--- src/rtl/div_req_scheduler_if.sv ---
// Signal bundle between div_req_scheduler, its requesters, the shared divider core and the response sink.
// master = the scheduler's view; slave = the surrounding environment's view.
interface div_req_scheduler_if #(
    parameter int N_REQ = 4,
    parameter int WIDTH = 4
);
    logic [N_REQ-1:0]         req_valid;
    logic [N_REQ-1:0]         req_ready;
    logic [N_REQ*WIDTH-1:0]   req_dividend;
    logic [N_REQ*WIDTH-1:0]   req_divisor;
    logic                     div_start;
    logic [WIDTH-1:0]         div_dividend;
    logic [WIDTH-1:0]         div_divisor;
    logic                     div_done;
    logic [WIDTH-1:0]         div_quotient;
    logic [WIDTH-1:0]         div_remainder;
    logic                     resp_valid;
    logic [$clog2(N_REQ)-1:0] resp_id;
    logic [WIDTH-1:0]         resp_quotient;
    logic [WIDTH-1:0]         resp_remainder;
    logic                     resp_dbz;
    logic                     resp_err;
    logic                     busy;

    modport master (
        input  req_valid, req_dividend, req_divisor, div_done, div_quotient, div_remainder,
        output req_ready, div_start, div_dividend, div_divisor,
        output resp_valid, resp_id, resp_quotient, resp_remainder, resp_dbz, resp_err, busy
    );

    modport slave (
        output req_valid, req_dividend, req_divisor, div_done, div_quotient, div_remainder,
        input  req_ready, div_start, div_dividend, div_divisor,
        input  resp_valid, resp_id, resp_quotient, resp_remainder, resp_dbz, resp_err, busy
    );
endinterface

--- src/rtl/div_req_scheduler.sv ---
// Round-robin scheduler sharing one start/done divider core among N_REQ requesters,
// with local divide-by-zero handling and a WAIT watchdog.
module div_req_scheduler #(
    parameter int N_REQ   = 4,
    parameter int WIDTH   = 4,
    parameter int TIMEOUT = 16
) (
    input  logic                clk,
    input  logic                rst,
    div_req_scheduler_if.master bus
);
    localparam int IDW = $clog2(N_REQ);
    localparam int TW  = $clog2(TIMEOUT);

    localparam logic [1:0] S_IDLE  = 2'd0;
    localparam logic [1:0] S_ISSUE = 2'd1;
    localparam logic [1:0] S_WAIT  = 2'd2;
    localparam logic [1:0] S_RESP  = 2'd3;

    logic [1:0]       state_q, state_d;
    logic [IDW-1:0]   rr_q, rr_d;
    logic [TW-1:0]    timer_q, timer_d;
    logic [IDW-1:0]   owner_q, owner_d;
    logic [WIDTH-1:0] dividend_q, dividend_d;
    logic [WIDTH-1:0] divisor_q, divisor_d;
    logic [WIDTH-1:0] quot_q, quot_d;
    logic [WIDTH-1:0] rem_q, rem_d;
    logic             dbz_q, dbz_d;
    logic             err_q, err_d;

    logic             grant_any;
    logic [IDW-1:0]   grant_id;
    logic [WIDTH-1:0] grant_dividend;
    logic [WIDTH-1:0] grant_divisor;
    logic             accept;
    logic [N_REQ-1:0] ready_vec;
    int               best_dist;

    // Winner is the valid requester at the smallest circular distance above the pointer.
    always_comb begin
        grant_any      = 1'b0;
        grant_id       = '0;
        grant_dividend = '0;
        grant_divisor  = '0;
        best_dist      = N_REQ;
        for (int i = 0; i < N_REQ; i++) begin
            if (bus.req_valid[i] && ((i + N_REQ - int'(rr_q)) % N_REQ) < best_dist) begin
                best_dist      = (i + N_REQ - int'(rr_q)) % N_REQ;
                grant_any      = 1'b1;
                grant_id       = IDW'(i);
                grant_dividend = bus.req_dividend[i*WIDTH +: WIDTH];
                grant_divisor  = bus.req_divisor[i*WIDTH +: WIDTH];
            end
        end
    end

    assign accept = (state_q == S_IDLE) && grant_any && !rst;

    always_comb begin
        ready_vec = '0;
        if (accept) begin
            ready_vec[grant_id] = 1'b1;
        end
    end

    always_comb begin
        state_d    = state_q;
        rr_d       = rr_q;
        timer_d    = timer_q;
        owner_d    = owner_q;
        dividend_d = dividend_q;
        divisor_d  = divisor_q;
        quot_d     = quot_q;
        rem_d      = rem_q;
        dbz_d      = dbz_q;
        err_d      = err_q;
        case (state_q)
            S_IDLE: begin
                if (accept) begin
                    owner_d    = grant_id;
                    dividend_d = grant_dividend;
                    divisor_d  = grant_divisor;
                    rr_d       = (int'(grant_id) == N_REQ - 1) ? '0 : grant_id + 1'b1;
                    if (grant_divisor == '0) begin
                        // Divide-by-zero never reaches the core.
                        state_d = S_RESP;
                        quot_d  = '1;
                        rem_d   = grant_dividend;
                        dbz_d   = 1'b1;
                        err_d   = 1'b0;
                    end else begin
                        state_d = S_ISSUE;
                    end
                end
            end
            S_ISSUE: begin
                state_d = S_WAIT;
                timer_d = '0;
            end
            S_WAIT: begin
                // A completion in the last watchdog cycle still counts as success.
                if (bus.div_done) begin
                    state_d = S_RESP;
                    quot_d  = bus.div_quotient;
                    rem_d   = bus.div_remainder;
                    dbz_d   = 1'b0;
                    err_d   = 1'b0;
                end else if (timer_q == TW'(TIMEOUT - 1)) begin
                    state_d = S_RESP;
                    quot_d  = '0;
                    rem_d   = '0;
                    dbz_d   = 1'b0;
                    err_d   = 1'b1;
                end else begin
                    timer_d = timer_q + 1'b1;
                end
            end
            S_RESP: begin
                state_d = S_IDLE;
            end
            default: begin
                state_d = S_IDLE;
            end
        endcase
    end

    always_ff @(posedge clk) begin
        if (rst) begin
            state_q <= S_IDLE;
            rr_q    <= '0;
            timer_q <= '0;
        end else begin
            state_q <= state_d;
            rr_q    <= rr_d;
            timer_q <= timer_d;
        end
    end

    // Job payload needs no reset: every output using it is gated by state.
    always_ff @(posedge clk) begin
        owner_q    <= owner_d;
        dividend_q <= dividend_d;
        divisor_q  <= divisor_d;
        quot_q     <= quot_d;
        rem_q      <= rem_d;
        dbz_q      <= dbz_d;
        err_q      <= err_d;
    end

    assign bus.req_ready      = ready_vec;
    assign bus.div_start      = (state_q == S_ISSUE);
    assign bus.div_dividend   = (state_q != S_IDLE) ? dividend_q : '0;
    assign bus.div_divisor    = (state_q != S_IDLE) ? divisor_q : '0;
    assign bus.resp_valid     = (state_q == S_RESP);
    assign bus.resp_id        = (state_q == S_RESP) ? owner_q : '0;
    assign bus.resp_quotient  = (state_q == S_RESP) ? quot_q : '0;
    assign bus.resp_remainder = (state_q == S_RESP) ? rem_q : '0;
    assign bus.resp_dbz       = (state_q == S_RESP) && dbz_q;
    assign bus.resp_err       = (state_q == S_RESP) && err_q;
    assign bus.busy           = (state_q != S_IDLE);
endmodule

--- src/flat_wrapper.sv ---
// flat-port wrapper written by rule: the top's interface ports become plain ports
module div_req_scheduler_flat 
#(
    parameter int N_REQ   = 4,
    parameter int WIDTH   = 4,
    parameter int TIMEOUT = 16
)
  (clk, rst, bus_req_valid, bus_req_dividend, bus_req_divisor, bus_div_done, bus_div_quotient, bus_div_remainder, bus_req_ready, bus_div_start, bus_div_dividend, bus_div_divisor, bus_resp_valid, bus_resp_id, bus_resp_quotient, bus_resp_remainder, bus_resp_dbz, bus_resp_err, bus_busy);
  div_req_scheduler_if #(.N_REQ(N_REQ), .WIDTH(WIDTH)) bus_i ();
  input  logic clk;
  input  logic rst;
  input wire logic [$bits(bus_i.req_valid)-1:0] bus_req_valid;
  input wire logic [$bits(bus_i.req_dividend)-1:0] bus_req_dividend;
  input wire logic [$bits(bus_i.req_divisor)-1:0] bus_req_divisor;
  input wire logic [$bits(bus_i.div_done)-1:0] bus_div_done;
  input wire logic [$bits(bus_i.div_quotient)-1:0] bus_div_quotient;
  input wire logic [$bits(bus_i.div_remainder)-1:0] bus_div_remainder;
  output wire logic [$bits(bus_i.req_ready)-1:0] bus_req_ready;
  output wire logic [$bits(bus_i.div_start)-1:0] bus_div_start;
  output wire logic [$bits(bus_i.div_dividend)-1:0] bus_div_dividend;
  output wire logic [$bits(bus_i.div_divisor)-1:0] bus_div_divisor;
  output wire logic [$bits(bus_i.resp_valid)-1:0] bus_resp_valid;
  output wire logic [$bits(bus_i.resp_id)-1:0] bus_resp_id;
  output wire logic [$bits(bus_i.resp_quotient)-1:0] bus_resp_quotient;
  output wire logic [$bits(bus_i.resp_remainder)-1:0] bus_resp_remainder;
  output wire logic [$bits(bus_i.resp_dbz)-1:0] bus_resp_dbz;
  output wire logic [$bits(bus_i.resp_err)-1:0] bus_resp_err;
  output wire logic [$bits(bus_i.busy)-1:0] bus_busy;
  assign bus_i.req_valid = bus_req_valid;
  assign bus_i.req_dividend = bus_req_dividend;
  assign bus_i.req_divisor = bus_req_divisor;
  assign bus_i.div_done = bus_div_done;
  assign bus_i.div_quotient = bus_div_quotient;
  assign bus_i.div_remainder = bus_div_remainder;
  assign bus_req_ready = bus_i.req_ready;
  assign bus_div_start = bus_i.div_start;
  assign bus_div_dividend = bus_i.div_dividend;
  assign bus_div_divisor = bus_i.div_divisor;
  assign bus_resp_valid = bus_i.resp_valid;
  assign bus_resp_id = bus_i.resp_id;
  assign bus_resp_quotient = bus_i.resp_quotient;
  assign bus_resp_remainder = bus_i.resp_remainder;
  assign bus_resp_dbz = bus_i.resp_dbz;
  assign bus_resp_err = bus_i.resp_err;
  assign bus_busy = bus_i.busy;
  div_req_scheduler #(.N_REQ(N_REQ), .WIDTH(WIDTH), .TIMEOUT(TIMEOUT)) u_core (.clk(clk), .rst(rst), .bus(bus_i));
endmodule
--- config.mk ---
export PLATFORM = sky130hd
export DESIGN_NAME = div_req_scheduler_flat
export DESIGN_NICKNAME = d
export VERILOG_FILES = /design/src/rtl/div_req_scheduler_if.sv /design/src/rtl/div_req_scheduler.sv /design/src/flat_wrapper.sv
export SDC_FILE = /design/constraint.sdc
export NUM_CORES = 1
export LEC_CHECK = 0
export ABC_AREA = 1
export BUFFER_PORTS_ARGS = -buffer_cell sky130_fd_sc_hd__buf_2
export CAP_MARGIN = 40
export CORE_MARGIN = 10
export CORE_UTILIZATION = 35
export DETAILED_ROUTE_END_ITERATION = 16
export SYNTH_ARGS = -nofsm -noshare
export SYNTH_HDL_FRONTEND = slang
export SYNTH_SLANG_ARGS = --single-unit
--- constraint.sdc ---
create_clock -name clk -period 4.3 [get_ports clk]
set_input_delay 0.215 -clock clk [delete_from_list [all_inputs] [get_ports clk]]
set_output_delay 0.215 -clock clk [all_outputs]
set_load 0.05 [all_outputs]
Yosys cells after proc, flatten, opt, wreduce, memory -nomap -nowiden
Cells that the tools add are included.

Flip-flop bits (word level): 28. Input port bits: 47. Word-level logic and storage cells: 113.

Add/sub/neg operators: 6. Order comparisons: 6. Equal/unequal tests: 10. Muxes and demuxes: 54. Bitwise operators: 4. Reductions and logical operators: 23.

Operators by type and width (number): $lt 3x32->1 (3); $mux 32 (3); $mux 4 (22); $pmux 4 s2 (3); $mux 2 (8); $sub 3x2->4 const A (4); $mux 1 (14); $logic_and 1x1->1 (9); $pmux 2 s4 (1); $reduce_or 2->1 (4); $ne 2x2->1 const B (3); $reduce_bool 2->1 (3); $add 4x1->4 const B (1); $and 1x1->1 (4); $eq 2x1->1 const B (2); $eq 2x2->1 const B (2); $eq 4x4->1 const B (1); $logic_not 4->1 (1); $lt 3x4->1 const B (1); $pmux 1 s2 (2); $reduce_and 2->1 (2); $reduce_and 4->1 (1); $lt 2x3->1 const B (1); $ne 3x2->1 const B (1); other kinds (7) (7).

Depth between registers and ports, before layout
Gate-level depths: netlist (run 1).

Depth in word-level cells: 20. Mapped depth: 26. Mapped depth without buffers: 24.

Worst setup path before layout (run 1)
OpenSTA, ideal clock, no wires.

Path kind: reg2out. Start point: register u_core.rr_q[0]. End point: output bus_req_ready[2]. Arrival time: 3.888 ns. Data required time: 4.085 ns. Path slack: 0.197 ns. Cell stages (with the launch flop): 25. Cells stage by stage: dfxtp_1 inv_1 o21ai_2 nand2_2 clkbuf_1 o21ai_0 o21ai_0 ha_1 inv_1 nor2_1 nand2_2 nand3_4 buf_2 o21ai_0 ha_1 inv_1 nor2_1 nand2_4 nand3_4 buf_6 o21ai_0 inv_1 ha_1 inv_1 nor2_1.

Longest elaborated chain between the ends: 20. Elaborated cells between the ends (all ways): 38. Those cells by class: add/sub: 4; order compare: 6; mux: 13; bitwise: 4; reduce/logical: 11.

Ends and longest elaborated chain: start: declaration (line div_req_scheduler.sv:21) `logic [IDW-1:0] rr_q, rr_d;`; start signal: assignment (line div_req_scheduler.sv:134) `rr_q <= rr_d;`; $sub 3x2->4 (line div_req_scheduler.sv:47, div_req_scheduler.sv:48); $reduce_or 2->1 (no source line); $and 1x1->1 (no source line); $lt 3x4->1 (line div_req_scheduler.sv:47) `if (bus.req_valid[i] && ((i + N_REQ - int'(rr_q)) % N_REQ) < best_dist) begin`; $logic_and 1x1->1 (line div_req_scheduler.sv:47); $mux 32 (line div_req_scheduler.sv:47); $lt 3x32->1 (line div_req_scheduler.sv:47); $logic_and 1x1->1 (line div_req_scheduler.sv:47); [5 not listed]; $logic_and 1x1->1 (line div_req_scheduler.sv:47); $mux 2 (*) (line div_req_scheduler.sv:47); named net u_core.grant_id[0] (line div_req_scheduler.sv:32) `logic [IDW-1:0] grant_id;`; $lt 2x3->1 (implied by the code) / $ge 2x1->1 (equally long branches) (line div_req_scheduler.sv:62) `ready_vec[grant_id] = 1'b1;`; $logic_and 1x1->1 (implied by the code) (line div_req_scheduler.sv:62); $mux 1 (implied by the code) (line div_req_scheduler.sv:62); $demux 1 s2 (*); $mux 4 (*) (line div_req_scheduler.sv:61) `if (accept) begin`; end: declaration (line flat_wrapper.sv:18) `output wire logic [$bits(bus_i.req_ready)-1:0] bus_req_ready;`.

Mark *: on every way through the listed nets, which the timed path passes. The rest lies on a longest branch.

Worst setup path in the final report (run 1)
Start point: register u_core.rr_q[0]. End point: output bus_req_ready[0].

Same word-level chain as after synthesis.

==> impl_metrics.toml, run 1 <==
[outcome]
outcome = "complete, no violations"

[timing]
fmax_ghz = 0.2573
slew_headroom_pct = 57.05
skew_ps = 1.837
hold_slack_ps = 187.2
finalSetupTns_ps = 0
finalSetupViolCount = 0
hold_viol = 0
post-route-period-util_pct = 90.38
slew_violations = 0
rsz0062_at_grt = "no"
layout_min_cycle_time_ps = 3886
worst_pin_slew_ps = 643.6

[place]
place_congestion = 0.8761
hpwlAfterDp_mm = 4.086
io_buffers = 73

[power]
ir_drop_uv = 315.1
p_leak_nw = 1.274
cellPowerDensity_nw_per_um2 = 650.3

[cts]
clk_latency_ps = 270
htreeDepth = 1
cts_tree = "built"
cts-root-buf = "clkbuf_8"
ctsLongestPathBuffers = 2
numCtsBuffers = 3
clk_pin_slew_ps = 90
cts.sinks = 28

[critical_path]
cp-start-kind = "flip-flop"
crit_required_ps = 4090
end_kind = "primary output"
crit_path_max_fanout = 17
path_class = "reg -> out"
crit_arrival_ps = 3670

[min_path]
hp-class = "in -> reg"

[layout]
fillers = 578
drive_above_1_share_pct = 31.27
final_nets = 382
multi_input_comb_area_sq_um = 944.7
areaGrowthSynthToFinish_pct = 26.18
n_antenna_cell = 0
area.sequential_sq_um = 760.7

[yosys]
ys_seq_elements = 28
synth_seq_area_share_pct = 39.90
syn_inst = 252
synth_area_sq_um = 1907
async_flop_share_pct = 0
synth_area_leader_cell = "edfxtp_1"
synth_area_leaders = "edfxtp_1 (31%), nand2_1 (13%), dfxtp_1 (8.4%)"
avgSynthCellArea_sq_um = 7.567
synth_edf_count = 20
synth_warnings = 0
post-synth-top-area-fraction_pct = 31.50
ys.flop_type = "edfxtp_1"
ys_types = 29
syn_nets = 310

[routing]
ant_nets = 0
dr.pass1.iters = 4
drc_errors = 0
drt-initial-drc-count = 60
drt_wl_total_mm = 4.919
via_per_inst = 4.514
vias = 1774
wl_per_cell_um = 12.52

[floorplanning]
rows = 26
core_area_sq_um = 5205
dieWidth_um = 93.81
die_h_um = 93.81
die_area_sq_um = 8800
boundaryPins = 74
initial_core_util_pct = 36.63

[global_routing]
antenna_found_initial = 0
grt_pass1_vias = 1856
grt_pass1_wl_mm = 8.204
grt.total_usage_pct = 11.24
grt_max_degree = 18
overflow = 0

[run]
maxCapViolCount = 0
## Yosys cell counts (2+ instances only)
| master | number |
|---|---|
| o211ai_1 | 4 |
| a31oi_1 | 4 |
| nand4_1 | 4 |
| ha_1 | 11 |
| nor3_1 | 2 |
| edfxtp_1 | 20 |
| nor2_2 | 6 |
| a31oi_2 | 4 |
| buf_2 | 2 |
| dfxtp_1 | 8 |
| o21ai_0 | 6 |
| nand3_4 | 2 |
| buf_6 | 2 |
| nand2_2 | 2 |
| clkbuf_1 | 4 |
| nand2_1 | 67 |
| nor2_1 | 25 |
| and3_1 | 2 |
| a21oi_1 | 11 |
| inv_2 | 3 |
| nand3_1 | 14 |
| inv_1 | 42 |
## layer usage
| layer | track usage [%] | part of all wire, % | wire length, um |
|---|---|---|---|
| met3 | 2.478 | 6.1 | 298 |
| met5 | 0 | 0 | 0 |
| met2 | 21.08 | 53 | 2600 |
| met4 | 3.418 | 1.1 | 56 |
| met1 | 12.15 | 40 | 1964 |
## where the power goes
| group | leakage [nW] | total (mW) | internal, mW | switching (mW) |
|---|---|---|---|---|
| registers | 0.246 | 0.471 | 0.436 | 0.0353 |
| logic | 0.999 | 0.931 | 0.276 | 0.655 |
| clock network | 0.0288 | 0.162 | 0.0820 | 0.0803 |
## metrics by stage
step                cells  utilization [%]  setup slack (ps)  area (sq um)  power, mW
floorplan             252                -             196.8          1907      1.200
global placement      388            44.57             453.4          2320      1.381
detailed placement    388            44.57             266.6          2320      1.398
CTS                   392            45.63             69.94          2375      1.562
global route          393            46.23             42.96          2406      1.712
finish                393            46.23             413.7          2406      1.565
## kinds of logic (layout without fill, tap and decap cells)
| group | Yosys count | count (layout) | share of synthesized area, % |
|---|---|---|---|
| and+or+nand+nor | 125 | 125 | 29.33 |
| buffers and inverters | 54 | 125 | 11.55 |
| xor gates and xnor gates | 1 | 1 | 0.4594 |
| DFF | 28 | 28 | 39.90 |
| AOI/OAI and AO/OA | 33 | 33 | 11.55 |
| adders and majority gates | 11 | 11 | 7.218 |
## final cells by class
cell class | instances | area share (%)
clock buffer | 4 | 2.288
tap | 70 | 3.640
sequential | 28 | 31.62
inverter | 46 | 7.176
multi-input combinational | 170 | 39.26
timing repair buffer | 75 | 16.02
## critical path, cell delays in order, from the launching register on
cell     delay [ps]
dfxtp_1         390
inv_1           110
o21ai_4         200
nand2_4         150
o21ai_0         270
ha_1            290
inv_1            50
nor2_1           50
nand2_2          70
nand3_4         160
nand2_1         110
o21ai_0         100
ha_1            300
inv_1            40
nor2_1          170
nand2_4         100
nand3_4         100
o21ai_2         110
inv_1           100
ha_1            150
inv_1            40
nor2_1           80
buf_2           270
## path summary, 6_finish.rpt
path / from / to / slack (ps) / depth (start not counted)
min: rst / u_core.state_q[1] / 190 / 2
max reg2reg: u_core.rr_q[0] / u_core.rem_q[2] / 800 / 21
min reg2reg: u_core.timer_q[1] / u_core.timer_q[1] / 490 / 2
max: u_core.rr_q[0] / bus_req_ready[0] / 410 / 22
## state kept, by name, summed over array words and instances, names as in the netlist, 2 cells and up
| name | count |
|---|---|
| u_core.divisor_q | 4 |
| u_core.quot_q | 4 |
| u_core.state_q | 2 |
| u_core.dividend_q | 4 |
| u_core.timer_q | 4 |
| u_core.owner_q | 2 |
| u_core.rr_q | 2 |
| u_core.rem_q | 4 |
## cells in the final DEF (no fill, tap or decap), types with 5 or more instances in the layout
cell,synthesis,final
a21oi_1,11,11
buf_2,2,71
dfxtp_1,8,8
edfxtp_1,20,20
ha_1,11,11
inv_1,42,42
nand2_1,67,66
nand3_1,14,14
nor2_1,25,25
nor2_2,6,6
o21ai_0,6,5
## timing repair
| action | in CTS | in global routing |
|---|---|---|
| hold buffers | 0 | 0 |
| setup endpoints to repair | 2 | 4 |
| gates resized for setup | 1 | 6 |
| setup buffers | 0 | 1 |
| pin swaps | 0 | 0 |
No activity file was read; power rests on OpenSTA's default activity.
==> run 2: changes to the inputs <==
Settings changed: CORE_UTILIZATION 35 to 45, MAX_ROUTING_LAYER set to met4, PLACE_DENSITY set to 0.75.
==> impl_metrics.toml, run 2 (synthesis results as in run 1) <==
[power]
switchingPower_mw = 0.7634
p_seq_share_pct = 29.4
clock_power_share_pct = 12.7
ir_drop_uv = 406.5
combPwrFrac_pct = 58.0
p_int_mw = 0.8423
switching_share_pct = 47.54
power.total_mw = 1.606
cellPowerDensity_nw_per_um2 = 667.7
p_leak_nw = 1.286

[cts]
numCtsBuffers = 3
cts_tree = "built"
clk_latency_ps = 270
cts.sinks = 28
clk_pin_slew_ps = 90
htreeDepth = 1
ctsHoldBuffers = 0
ctsLongestPathBuffers = 2
cts-root-buf = "clkbuf_8"

[routing]
drt-initial-drc-count = 112
wl_met2_mm = 2.433
drc_errors = 0
dr.pass1.iters = 4
drt_wl_total_mm = 4.571
wl_met1_mm = 1.849
wl_per_cell_um = 12.22
ant_nets = 0
wl_met3_um = 224
highest_layer = "met4"
via_per_inst = 4.658
vias = 1742

[min_path]
hp-class = "in -> reg"
hold_start = "rst"

[critical_path]
max_stage_delay_ps = 390
crit_family = "simple AND/OR/NAND/NOR gates"
cpMaxStageDelayCell = "dfxtp_1"
crit_path_start = "u_core.rr_q[0]"
cpMostUsedCell = "inv_1"
crit_arrival_ps = 3660
crit_buf_inv = 6
cp-start-kind = "flip-flop"
r2r-start = "u_core.rr_q[0]"
crit_required_ps = 4090
end_kind = "primary output"
path_class = "reg -> out"
path_cells = "inv_1 -> o21ai_4 -> nand2_4 -> o21ai_0 -> ha_1 -> inv_1 -> nor2_1 -> nand2_2 -> nand3_4 -> nand2_1 -> o21ai_0 -> ha_1 -> inv_1 -> nor2_1 -> nand2_4 -> nand3_4 -> o21ai_2 -> inv_1 -> ha_1 -> inv_1 -> nor2_1 -> buf_2"
crit_path_max_fanout = 17

[floorplanning]
die_h_um = 85.10
initial_core_util_pct = 46.99
core_area_sq_um = 4058
dieWidth_um = 85.10
rows = 23
boundaryPins = 74
die_area_sq_um = 7241

[timing]
hold_viol = 0
fin_ws_ps = 427.5
skew_ps = 1.606
post-route-period-util_pct = 90.06
slew_violations = 0
layout_min_cycle_time_ps = 3872
slew_headroom_pct = 60.03
fmax_ghz = 0.2582
finalSetupViolCount = 0
rsz0062_at_grt = "no"
worst_pin_slew_ps = 598.9
finalSetupTns_ps = 0
hold_slack_ps = 185.1

[place]
hpwlAfterDp_mm = 3.809
place_area_sq_um = 2295
dp_slack_ps = 328.3
dp.cells = 368
io_buffers = 73
place_congestion = 0.7820

[layout]
final_nets = 383
n_antenna_cell = 0
utilization_pct = 59.27
final_cells = 374
final_area_sq_um = 2405
final_cell_mix = "buf_2 (71), nand2_1 (66), inv_1 (42)"
areaGrowthSynthToFinish_pct = 26.12
final_common_cell = "buf_2"
fillers = 381
drive_above_1_share_pct = 31.48

[global_routing]
grt_pass1_vias = 1758
grt_pass1_wl_mm = 7.659
overflow = 0
grt_max_degree = 18
grt.total_usage_pct = 12.77
antenna_found_initial = 0

[outcome]
outcome = "complete, no violations"

[run]
maxCapViolCount = 0
-- run 2: cell types whose count changed in the layout (fill, tap and decap cells not counted) --
cell	delta
bufinv_16	+1
clkbuf_4	-1
clkbuf_8	-1
buf_4	+2
-- run 2: cell type report --
cell class / instances / area (sq um) / share of cell area, %
Clock buffer: 3 / 41.29 / 1.717
Clock inverter: 1 / 30.03 / 1.249
Inverter: 46 / 172.7 / 7.180
Multi-Input combinational cell: 170 / 944.7 / 39.28
Sequential cell: 28 / 760.7 / 31.63
Tap cell: 50 / 62.56 / 2.601
Timing Repair Buffer: 76 / 392.9 / 16.34
-- run 2: power by group through the flow --
stage / clock network [mW] / registers, mW / logic (mW)
2_1_floorplan: 0 / 0.470 / 0.731
3_3_place_gp: 0 / 0.475 / 0.889
3_5_place_dp: 0 / 0.478 / 0.905
4_1_cts: 0.207 / 0.471 / 0.908
5_1_grt: 0.218 / 0.481 / 1.06
6_report: 0.203 / 0.472 / 0.931
-- run 2: repair_timing --
action | in CTS | in global routing
endpoints found under the hold margin | 0 | 0
resized for setup | 0 | 8
setup buffers | 0 | 2
setup endpoints to repair | 0 | 4
-- run 2: worst paths after layout --
path | slack (ps) | to | depth (start not counted)
worst max-delay path | 430 | bus_req_ready[2] | 22
worst min-delay path | 190 | u_core.state_q[1] | 2
worst max register to register | 670 | u_core.rem_q[1] | 23
worst min register to register | 500 | u_core.timer_q[1] | 2
-- run 2: per-layer routing --
metal / vias to the layer above / track usage [%]
met5: - / -
met4: 0 / 4.042
met3: 4 / 2.390
met2: 32 / 22.96
met1: 753 / 13.74
li1: 953 / -
-- run 2: worst reg2reg max path, cell delays in order, from the launching register on --
cell and delay (ps):
dfxtp_1 390, inv_1 110, o21ai_4 210, nand2_4 150, o21ai_0 280, ha_1 290, inv_1 50, nor2_1 40
nand2_2 70, nand3_4 170, nand2_1 110, o21ai_0 80, ha_1 280, inv_1 50, nor2_1 60, nand2_4 100
nand3_4 110, buf_4 170, nand2_1 50, nand2_1 70, nor2_1 90, nand2_1 80, a21oi_1 130, buf_4 210
==> run 3: changes to the inputs <==
Clock period 4.3 ns to 4 ns, I/O delays scaled along.
==> impl_metrics.toml, run 3 (synthesis results as in run 1) <==
[outcome]
outcome = "complete, no violations"

[layout]
final_cell_mix = "buf_2 (70), nand2_1 (66), inv_1 (42)"
final_common_cell = "buf_2"
areaGrowthSynthToFinish_pct = 25.66
utilization_pct = 59.05
fillers = 377
drive_above_1_share_pct = 32.21
n_antenna_cell = 0
final_nets = 385

[routing]
dr.pass1.iters = 4
vias = 1762
drt_wl_total_mm = 4.701
ant_nets = 0
drt-initial-drc-count = 127
via_per_inst = 4.686
wl_per_cell_um = 12.50
drc_errors = 0

[cts]
clk_latency_ps = 270
ctsHoldBuffers = 0
numCtsBuffers = 3
cts_tree = "built"
cts-root-buf = "clkbuf_8"
clk_pin_slew_ps = 90
ctsLongestPathBuffers = 2
htreeDepth = 1
cts.sinks = 28

[power]
p_leak_nw = 1.277
ir_drop_uv = 439.0
cellPowerDensity_nw_per_um2 = 708.3
power.total_mw = 1.697

[floorplanning]
rows = 23
die_h_um = 85.10
initial_core_util_pct = 46.99
boundaryPins = 74
core_area_sq_um = 4058
dieWidth_um = 85.10
die_area_sq_um = 7241

[critical_path]
max_stage_delay_ps = 390
end_kind = "primary output"
path_cells = "inv_1 -> o21ai_4 -> nand2_2 -> o21ai_0 -> o21ai_0 -> ha_1 -> inv_1 -> nor2_1 -> nand2_2 -> nand3_4 -> nand2_1 -> o21ai_0 -> ha_1 -> inv_1 -> nor2_1 -> nand2_4 -> nand3_4 -> o21ai_2 -> inv_1 -> ha_1 -> inv_1 -> nor2_2 -> clkbuf_4"
cpMaxStageDelayCell = "dfxtp_1"
cpMostUsedCell = "inv_1"
cp-start-kind = "flip-flop"
crit_path_max_fanout = 6
crit_required_ps = 3800
crit_arrival_ps = 3370
path_class = "reg -> out"

[timing]
hold_viol = 0
worst_pin_slew_ps = 604.2
layout_min_cycle_time_ps = 3567
slew_headroom_pct = 59.68
fmax_ghz = 0.2804
slew_violations = 0
rsz0062_at_grt = "no"
post-route-period-util_pct = 89.17
finalSetupViolCount = 0
finalSetupTns_ps = 0
skew_ps = 5.562

[global_routing]
grt_pass1_wl_mm = 7.810
grt.total_usage_pct = 13.03
antenna_found_initial = 0
grt_pass1_vias = 1778
overflow = 0
grt_max_degree = 18

[place]
place_congestion = 0.8165
io_buffers = 73
hpwlAfterDp_mm = 3.826

[run]
maxCapViolCount = 0

[min_path]
hp-class = "in -> reg"
## run 3: cell types whose count changed in the layout (fill, tap and decap cells not counted)
cell / delta
clkbuf_1: +1
clkbuf_4: +2
nand2_2: +1
buf_4: +1
bufinv_16: -1
nor2_2: +2
nor2_1: -2
nand2_4: -1
buf_2: -1
## run 3: critical path: cells and delay by family (launching register included)
kind | cells | cell delay (ps)
AND/OR/NAND/NOR | 9 | 810
flip-flops | 1 | 390
buffers and inverters | 6 | 570
adder cells (fa/ha/maj) | 3 | 730
AO/OA/AOI/OAI | 5 | 600
## run 3: final cells by class
type | count | area [sq um] | area share, %
Sequential cell | 28 | 760.7 | 31.75
Inverter | 46 | 172.7 | 7.206
Timing Repair Buffer | 78 | 410.4 | 17.13
Multi-Input combinational cell | 170 | 944.7 | 39.43
Tap cell | 50 | 62.56 | 2.611
Clock buffer | 4 | 45.04 | 1.880
## run 3: metrics by stage
stage	hold slack, ps	instances	setup WS [ps]	cell area (sq um)
2_1_floorplan	262.4	252	40.62	1912
3_3_place_gp	464.5	369	365.7	2307
3_5_place_dp	466.1	369	245.4	2307
4_1_cts	177.6	373	33.98	2352
5_1_grt	191.0	376	105.0	2396
6_report	184.6	376	433.3	2396
## run 3: what timing repair did
action / 4_1_cts / 5_1_grt
resized for setup: 1 / 6
setup endpoints to repair: 2 / 4
setup buffers: 0 / 3
## run 3: power by group
group	leakage, nW	switching, mW	internal, mW
combinational	1.01	0.719	0.316
clock	0.0228	0.0813	0.0713
sequential	0.246	0.0405	0.469
## run 3: final timing paths
kind | from | to | slack, ps | cells after the start
worst max register to register | u_core.rr_q[0] | u_core.quot_q[2] | 550 | 24
worst min register to register | u_core.timer_q[1] | u_core.timer_q[1] | 490 | 2
worst min-delay path | rst | u_core.state_q[1] | 180 | 2
worst max-delay path | u_core.rr_q[0] | bus_req_ready[0] | 430 | 23
## run 3: per-layer routing
metal / up-vias / wire length, um / GRT usage (%)
met5: - / 0 / -
met4: 0 / 29 / 3.593
met3: 2 / 255 / 2.677
met2: 40 / 2471 / 23.09
met1: 767 / 1944 / 14.33
li1: 953 / - / -
